`src/rtl/rotary_decoder_mc.sv`:
```
`default_nettype none
// ============================================================================
// Module   : rotary_decoder_mc
// Purpose  : Multi-channel quadrature decoder for PmodENC-style rotary
//            encoders. Each channel synchronises and debounces its A/B
//            contacts, arms on a stable resting position, then decodes
//            rotation into a one-cycle event with direction. It also keeps a
//            signed position counter and a sticky pending flag that is
//            cleared by an acknowledge.
// Build    : define ROTARY_X4_EN for x4 decoding (4 events per detent).
//            Without it the channel decodes x1 (1 event per detent).
// Ports    : clk            system clock, rising edge
//            reset_n        synchronous active-low reset
//            rotary_a/b     raw asynchronous contacts, bit i = channel i
//            cnt_clear      per-channel counter clear (next edge)
//            rotary_ack     per-channel pending clear (next edge)
//            rotary_event   one-cycle pulse per decoded step
//            rotary_left    direction of last step (1 = left), held
//            rotary_pending sticky "step since last ack"
//            rotary_count   signed counters, field i = [i*CNT_WIDTH +: CNT_WIDTH]
//            rotary_ready   channel is past ARM and decoding
// Revision : 1.0 - initial release
// ============================================================================
module rotary_decoder_mc #(
    parameter int NUM_CH     = 1,
    parameter int CNT_WIDTH  = 16,
    parameter int FILTER_LEN = 4,
    parameter int SATURATE   = 0
) (
    input  logic                        clk,
    input  logic                        reset_n,
    input  logic [NUM_CH-1:0]           rotary_a,
    input  logic [NUM_CH-1:0]           rotary_b,
    input  logic [NUM_CH-1:0]           cnt_clear,
    input  logic [NUM_CH-1:0]           rotary_ack,
    output logic [NUM_CH-1:0]           rotary_event,
    output logic [NUM_CH-1:0]           rotary_left,
    output logic [NUM_CH-1:0]           rotary_pending,
    output logic [NUM_CH*CNT_WIDTH-1:0] rotary_count,
    output logic [NUM_CH-1:0]           rotary_ready
);

    localparam logic [7:0]           c_FILT    = 8'(FILTER_LEN);
    localparam logic [CNT_WIDTH-1:0] c_CNT_MAX = {1'b0, {(CNT_WIDTH-1){1'b1}}};
    localparam logic [CNT_WIDTH-1:0] c_CNT_MIN = {1'b1, {(CNT_WIDTH-1){1'b0}}};
    localparam logic [CNT_WIDTH-1:0] c_CNT_ONE = CNT_WIDTH'(1);

    typedef enum logic [0:0] {
        ST_ARM = 1'b0,
        ST_RUN = 1'b1
    } state_t;

`ifdef ROTARY_X4_EN
    // Position of a (b,a) code along the left-turn sequence 00,10,11,01.
    // A left step advances this index by one, a right step retreats by one.
    function automatic logic [1:0] f_phase(input logic [1:0] ba);
        case (ba)
            2'b00:   f_phase = 2'd0;
            2'b10:   f_phase = 2'd1;
            2'b11:   f_phase = 2'd2;
            default: f_phase = 2'd3;
        endcase
    endfunction
`endif

    // Marks when the two-stage synchronisers hold a real post-reset sample,
    // so the arming window never counts the flushed reset value.
    logic [1:0] r_sync_vld;

    always_ff @(posedge clk) begin
        if (!reset_n) begin
            r_sync_vld <= 2'b00;
        end else begin
            r_sync_vld <= {r_sync_vld[0], 1'b1};
        end
    end

    for (genvar i = 0; i < NUM_CH; i++) begin : g_ch
        logic [1:0]           w_raw;      // {b, a}
        logic [1:0]           w_lvl;      // debounced {b, a}
        logic [1:0]           w_done;     // debounce window complete per bit
        logic                 w_arming;
        logic                 w_arm_exit;
        state_t               r_state;
        state_t               w_state_next;
        logic                 r_step;
        logic                 r_step_left;
        logic                 r_event;
        logic                 r_left;
        logic                 r_pending;
        logic [CNT_WIDTH-1:0] r_count;
        logic [CNT_WIDTH-1:0] w_count_next;

        assign w_raw    = {rotary_b[i], rotary_a[i]};
        assign w_arming = (r_state == ST_ARM);

        // ---------------------------------------------------------------
        // Synchroniser and debounce, one instance per contact
        // ---------------------------------------------------------------
        for (genvar j = 0; j < 2; j++) begin : g_bit
            logic       r_s1;
            logic       r_s2;
            logic       r_lvl;
            logic [7:0] r_cnt;

            always_ff @(posedge clk) begin
                if (!reset_n) begin
                    r_s1  <= 1'b0;
                    r_s2  <= 1'b0;
                    r_lvl <= 1'b0;
                    r_cnt <= 8'd0;
                end else begin
                    r_s1 <= w_raw[j];
                    r_s2 <= r_s1;
                    if (w_arming) begin
                        // Arming: the first real sample becomes the reference
                        // and must repeat for a full window. A change restarts
                        // the window on the new value; a finished window holds
                        // until the other contact is done too.
                        if (w_arm_exit) begin
                            r_cnt <= 8'd0;
                        end else if (!r_sync_vld[1]) begin
                            r_cnt <= 8'd0;
                        end else if (r_cnt != c_FILT) begin
                            if (r_cnt == 8'd0 || r_s2 != r_lvl) begin
                                r_lvl <= r_s2;
                                r_cnt <= 8'd1;
                            end else begin
                                r_cnt <= r_cnt + 8'd1;
                            end
                        end
                    end else begin
                        if (r_cnt == c_FILT) begin
                            r_lvl <= r_s2;
                            r_cnt <= 8'd0;
                        end else if (r_s2 != r_lvl) begin
                            r_cnt <= r_cnt + 8'd1;
                        end else begin
                            r_cnt <= 8'd0;
                        end
                    end
                end
            end

            assign w_lvl[j]  = r_lvl;
            assign w_done[j] = (r_cnt == c_FILT);
        end

        // ---------------------------------------------------------------
        // Channel state machine
        // ---------------------------------------------------------------
        always_ff @(posedge clk) begin
            if (!reset_n) begin
                r_state <= ST_ARM;
            end else begin
                r_state <= w_state_next;
            end
        end

        always_comb begin
            w_state_next = r_state;
            w_arm_exit   = 1'b0;
            case (r_state)
                ST_ARM: begin
                    if (&w_done) begin
                        w_arm_exit   = 1'b1;
                        w_state_next = ST_RUN;
                    end
                end
                ST_RUN:  w_state_next = ST_RUN;
                default: w_state_next = ST_ARM;
            endcase
        end

        // ---------------------------------------------------------------
        // Decode stage: produces a registered step and its direction
        // ---------------------------------------------------------------
`ifdef ROTARY_X4_EN
        logic [1:0] r_ba_prev;
        logic [1:0] w_diff;
        logic [1:0] w_prev_inc;
        logic       w_single;
        logic       w_dir_left;

        assign w_diff     = w_lvl ^ r_ba_prev;
        // Exactly one contact moved; both moving at once is not a legal step.
        assign w_single   = w_diff[0] ^ w_diff[1];
        assign w_prev_inc = f_phase(r_ba_prev) + 2'd1;
        assign w_dir_left = (f_phase(w_lvl) == w_prev_inc);

        always_ff @(posedge clk) begin
            if (!reset_n) begin
                r_ba_prev   <= 2'b00;
                r_step      <= 1'b0;
                r_step_left <= 1'b0;
            end else if (w_arm_exit) begin
                r_ba_prev   <= w_lvl;
                r_step      <= 1'b0;
            end else if (r_state == ST_RUN) begin
                r_ba_prev   <= w_lvl;
                r_step      <= w_single;
                r_step_left <= w_dir_left;
            end else begin
                r_step      <= 1'b0;
            end
        end
`else
        logic r_q1;
        logic r_q2;
        logic w_q1_next;
        logic w_q2_next;

        // One-hot offset filter: q1 tracks the 00/11 extremes, q2 remembers
        // which side (01 vs 10) was last visited and so the direction.
        always_comb begin
            w_q1_next = r_q1;
            w_q2_next = r_q2;
            case (w_lvl)
                2'b00:   w_q1_next = 1'b0;
                2'b11:   w_q1_next = 1'b1;
                2'b01:   w_q2_next = 1'b0;
                default: w_q2_next = 1'b1;
            endcase
        end

        always_ff @(posedge clk) begin
            if (!reset_n) begin
                r_q1        <= 1'b0;
                r_q2        <= 1'b0;
                r_step      <= 1'b0;
                r_step_left <= 1'b0;
            end else if (w_arm_exit) begin
                // Start from the resting position so no step is produced.
                r_q1        <= w_lvl[1] & w_lvl[0];
                r_q2        <= w_lvl[1] & ~w_lvl[0];
                r_step      <= 1'b0;
            end else if (r_state == ST_RUN) begin
                r_q1        <= w_q1_next;
                r_q2        <= w_q2_next;
                r_step      <= w_q1_next & ~r_q1;
                r_step_left <= w_q2_next;
            end else begin
                r_step      <= 1'b0;
            end
        end
`endif

        // ---------------------------------------------------------------
        // Output stage: event, direction, pending and position counter
        // ---------------------------------------------------------------
        always_comb begin
            w_count_next = r_count;
            if (r_step_left) begin
                if (SATURATE != 0 && r_count == c_CNT_MIN) begin
                    w_count_next = r_count;
                end else begin
                    w_count_next = r_count - c_CNT_ONE;
                end
            end else begin
                if (SATURATE != 0 && r_count == c_CNT_MAX) begin
                    w_count_next = r_count;
                end else begin
                    w_count_next = r_count + c_CNT_ONE;
                end
            end
        end

        always_ff @(posedge clk) begin
            if (!reset_n) begin
                r_event   <= 1'b0;
                r_left    <= 1'b0;
                r_pending <= 1'b0;
                r_count   <= '0;
            end else begin
                r_event <= r_step;
                if (r_step) begin
                    r_left <= r_step_left;
                end
                // A step in the same cycle as an ack keeps pending set.
                if (r_step) begin
                    r_pending <= 1'b1;
                end else if (rotary_ack[i]) begin
                    r_pending <= 1'b0;
                end
                // Clear has priority over a coincident step.
                if (cnt_clear[i]) begin
                    r_count <= '0;
                end else if (r_step) begin
                    r_count <= w_count_next;
                end
            end
        end

        assign rotary_event[i]                         = r_event;
        assign rotary_left[i]                          = r_left;
        assign rotary_pending[i]                       = r_pending;
        assign rotary_count[i*CNT_WIDTH +: CNT_WIDTH]  = r_count;
        assign rotary_ready[i]                         = (r_state == ST_RUN);
    end

endmodule
`default_nettype wire
```
`config.mk`:
```
export PLATFORM = sky130hd
export DESIGN_NAME = rotary_decoder_mc
export DESIGN_NICKNAME = d
export VERILOG_FILES = /design/src/rtl/rotary_decoder_mc.sv
export SDC_FILE = /design/constraint.sdc
export NUM_CORES = 1
export LEC_CHECK = 0
export BUFFER_PORTS_ARGS = -buffer_cell sky130_fd_sc_hd__buf_2
export CORE_MARGIN = 2
export CORE_UTILIZATION = 53
export DETAILED_ROUTE_END_ITERATION = 10
export GPL_ROUTABILITY_DRIVEN = 0
export GPL_TIMING_DRIVEN = 1
export PLACE_DENSITY = 0.75
export SLEW_MARGIN = 20
export SYNTH_ARGS = -nofsm -noshare
export SYNTH_HDL_FRONTEND = slang
export SYNTH_SLANG_ARGS = --single-unit
```
`constraint.sdc`:
```
create_clock -name clk -period 2.3 [get_ports clk]
set_input_delay 0.345 -clock clk [delete_from_list [all_inputs] [get_ports clk]]
set_output_delay 0.345 -clock clk [all_outputs]
set_load 0.1 [all_outputs]
```
; After elaboration in Yosys (flattened, before gate mapping)
; Index checks and enable logic that the tools add are counted.
; W data, S select, Z words.
[totals]
reg_bits = 48
wordCells = 102
out_inout_bits = 20
[op_classes]
n_addsub = 4
n_reduce_logical = 19
n_eq_ne = 13
n_mux = 39
n_bitwise = 8
[op_table]
columns = operator, count
row1 = $mux W8, 14
row2 = $mux W1, 21
row3 = $add A16 B1 Y16 const B, 1
row4 = $add A8 B1 Y8 const B, 2
row5 = $eq A8 B3 Y1 const B, 2
row6 = $logic_not A8 Y1, 2
row7 = $mux W16, 1
row8 = $ne A8 B3 Y1 const B, 2
row9 = $sub A16 B1 Y16 const B, 1
row10 = $reduce_bool A2 Y1, 7
row11 = $reduce_and A5 Y1, 2
row12 = $ne A4 B1 Y1 const B, 2
row13 = $pmux W1 S2, 3
row14 = $not A1 Y1, 5
row15 = $ne A2 B2 Y1 const B, 2
row16 = $reduce_and A2 Y1, 2
row17 = $reduce_or A2 Y1, 2
row18 = $and A1 B1 Y1, 3
row19 = $reduce_or A3 Y1, 1
row20 = $eq A2 B1 Y1 const B, 1
row21 = $eq A2 B2 Y1 const B, 1
row22 = $logic_not A2 Y1, 1
row23 = $logic_or A1 B1 Y1, 2
row24 = $ne A1 B1 Y1, 2
row25 = $ne A2 B1 Y1 const B, 1

; Longest topological paths before layout
[depth]
word_depth = 7
depth_mapped = 8
depth_no_buf = 8

; Worst setup path before layout
; Ideal clock, no wire load.
[synth_timing]
path_kind = flip-flop to flip-flop
from = register g_ch[0].r_count[9], in the netlist rotary_count[9]
to = register g_ch[0].r_count[12], in the netlist rotary_count[12]
setup_ns = 0.122
period_less_slack_ns = 2.722
arrival_ns = 2.600
setup_slack_ns = -0.422
t_required_ns = 2.178
path_buffers = 0
stages_incl_launch_ff = 8
path_cell_list = dfxtp_1 ha_1 and2_4 a221o_1 a21o_4 a31oi_4 mux2i_1 a311o_1
[synth_via]
elab_chain_len = 2
elab_cells_between_ends = 3
cone_classes = add/sub: 2 / mux: 1
[synth_lines]
columns = element, line_no
row1 = "start, declared", 91  ; logic [CNT_WIDTH-1:0] r_count;
row2 = "start signal, assigned", 289  ; r_count <= w_count_next;
row3 = $add A16 B1 Y16 / $sub A16 B1 Y16 (equally long branches), "263, 257"
row4 = $mux W16 (*), 253  ; if (r_step_left) begin
; Every way passes the cells marked *; elsewhere a longest branch is shown, timed or not.
; A chain may end at the register's enable or synchronous reset.

; Worst setup path in the final report
[layout_timing]
from = register g_ch[0].r_step_left
to = register g_ch[0].r_count[12], in the netlist rotary_count[12]
[layout_via]
elab_chain_len = 1
[layout_lines]
columns = element, line_no
row1 = "start, declared", 87  ; logic r_step_left;
row2 = "start signal, assigned", 241  ; r_step_left <= w_q2_next;
row3 = $mux W16, 253
; Every way passes these cells.

==> impl_metrics.toml <==
[placement]
hpwl_um = 4180
dp.cells = 425
port_buffers = 25
place_ws_ns = -0.118
dpl-instance-area_mm2 = 0.00315

[route]
drc = 0
wl_per_cell_um = 13.5
wirelength_um = 5890
vias = 2414
firstDrtPassIters = 4
drt-initial-drc-count = 108
ant_nets = 0
viasPerCell = 5.55

[die]
dieArea_mm2 = 0.00589
start_util = 0.549
rows = 26
io_pins = 26
dieWidth_um = 76.8
die_h_um = 76.8
core-area_mm2 = 0.00511

[global_route]
grt_pass1_vias = 2250
grt_max_degree = 21
grt_remaining_overflow = 0
antenna_found_initial = 0
grt_pass1_wl_um = 10100
grtUsageTotal = 0.208

[synth]
yosysSeqAreaShare = 0.342
syn-mean-instance-area_um2 = 8.74
ys.flop_type = "dfxtp_1"
synthCells = 321
synth_edf_count = 0
ys_ff_latch = 48
synth.distinct_cells = 56
netlist_area_mm2 = 0.00281
yosysWarnings = 0
ys_async_sr_fraction = 0
syn_nets = 349

[clock_tree]
cts_tree = "done"
cts_buffer_depth = 2
cts_root_buffer = "clkbuf_8"
htree_levels = 2
clk_pin_slew_ns = 0.09
cts.sinks = 48
cts_hold_buffers = 0
cts_buffers = 5
insertion_delay_ns = 0.30

[layout]
area_delta_synth_final_pct = 18.0
layout.cells.non_filler = 435
final_cell_mix = "dfxtp_1 (33), nor2_1 (32), buf_2 (25), nand2_1 (20), buf_4 (20)"
drive_above_1_share = 0.244
diodes = 0
fin_nets = 392
final_common_cell = "dfxtp_1"
design_area_mm2 = 0.00331
n_fill_cell = 447

[worst_setup_path]
critPathKind = "reg2reg"
worstPathArrival_ns = 2.45
critPathRequiredTime_ns = 2.50
critPathLaunchType = "register"
critPathMaxFanout = 7
end_kind = "register"

[timing]
worst_slew_pin_slew_ns = 0.546
setup_viol = 0
period_share = 0.979
hold_viol = 0
fmax_mhz = 444
rsz0062_at_grt = "true"
setup-tns-final_ns = 0
timing.final.ws_setup_ns = 0.0481
finalClockSkew_ns = 0.00568
relSlewSlack = 0.634
period_needed_ns = 2.25
slew_viol_final = 0

[hold_path]
hold_path.class = "in2reg"

[power_and_ir_drop]
p_per_area_mw_per_mm2 = 436
leakage_nw = 1.42
seq_power_share = 0.582
switching_power_w = 0.000335
pwr-share-clk = 0.374
switching_share = 0.232
intPower_w = 0.00111
peakVddDrop_v = 0.000389
combPwrFrac = 0.045

[outcome]
outcome = "finished, final reports clean"

[run]
maxCapViolCount = 0
-- power by group through the flow --
stage | clock network [W] | logic (W) | registers, W
floorplan | 0 | 0.0000452 | 0.000858
global placement | 0 | 0.0000607 | 0.000859
detailed placement | 0 | 0.0000631 | 0.000859
CTS | 0.000560 | 0.0000641 | 0.000840
global route | 0.000595 | 0.0000721 | 0.000840
finish | 0.000539 | 0.0000642 | 0.000839
-- cell usage after synthesis (all sizes together), types with 2 or more instances --
cell type	instances	area share
inv	12	0.016
a211o	3	0.0094
nor3	9	0.016
xnor2	9	0.028
a21oi	19	0.034
a21o	6	0.019
o21ai	19	0.034
o21a	4	0.011
buf	2	0.0027
nor2	32	0.043
o31a	2	0.0067
or3	4	0.0094
a32o	2	0.0071
a211oi	7	0.022
o21bai	2	0.0053
a31oi	2	0.0098
mux2i	16	0.057
dfxtp	48	0.34
nor2b	8	0.018
and3	3	0.0067
o211ai	4	0.012
clkbuf	8	0.011
nand2b	3	0.0067
xor2	10	0.031
nand2	20	0.027
nand4	4	0.011
nand3	12	0.023
and2	11	0.025
ha	21	0.094
a21boi	3	0.0080
a31o	2	0.0062
-- critical path, cell delays in order (launching register included) --
cell	delay (ns)
dfxtp_4	0.39
buf_6	0.15
fa_2	0.37
a211oi_2	0.30
o21ai_2	0.12
a21o_4	0.25
a31oi_4	0.17
mux2i_1	0.08
a311o_1	0.31
-- stage by stage --
stage               total power [W]  utilization  hold WS (ns)
floorplan                  0.000903            -         0.373
global placement           0.000920        0.617         0.414
detailed placement         0.000922        0.617         0.410
CTS                         0.00146        0.636         0.234
global route                0.00151        0.648         0.247
finish                      0.00144        0.648         0.246
-- final timing paths --
check / startpoint / slack [ns] / endpoint / cells after the start
min reg2reg: g_ch[0].r_q1 / 0.42 / g_ch[0].r_step / 1
max reg2reg: g_ch[0].r_step_left / 0.05 / rotary_count[12] / 8
min: rotary_a / 0.25 / g_ch[0].g_bit[0].r_s1 / 2
max: g_ch[0].r_step_left / 0.05 / rotary_count[12] / 8
-- timing repair --
action                                  4_1_cts  5_1_grt
pin swaps                                     0        5
resized for setup                             1       10
buffers inserted                              0        2
endpoints found under the hold margin         0        0
endpoints found under the setup margin        6        1
-- flip-flops by register name (all words and copies together), names as in the netlist --
signal and flops:
rotary_left 1, rotary_ready 1, g_ch.r_q2 1, r_sync_vld 2, g_ch.g_bit.r_s2 2, g_ch.g_bit.r_cnt 16
rotary_event 1, g_ch.r_step_left 1, g_ch.r_q1 1, rotary_pending 1, g_ch.g_bit.r_lvl 2, g_ch.r_step 1
rotary_count 16, g_ch.g_bit.r_s1 2
-- cell type report --
class / instances / area (µm²) / share of cell area
multi-input cells: 251 / 1800 / 0.545
flip-flops and latches: 48 / 992 / 0.300
repair buffers: 46 / 287 / 0.0865
well taps: 70 / 87.6 / 0.0265
clock buffers: 6 / 82.6 / 0.0249
inverters: 12 / 45.0 / 0.0136
clock inverters: 2 / 13.8 / 0.00416
-- cell families after synthesis --
kind of cell | Yosys count | share of synthesized area
simple gates | 112 | 0.202
compound gates | 82 | 0.209
flops | 48 | 0.342
buf+inv | 22 | 0.0294
fa+ha+maj | 22 | 0.101
xor+xnor | 19 | 0.0593
mux | 16 | 0.0571
-- metal layers --
metal | GRT usage | vias to the layer above | share of wire
li1 | - | 1234 | -
met1 | 0.281 | 1124 | 0.50
met2 | 0.325 | 47 | 0.45
met3 | 0.0447 | 9 | 0.039
met4 | 0.0782 | 0 | 0.015
met5 | 0 | - | 0
(Power assumes the default switching activity.)
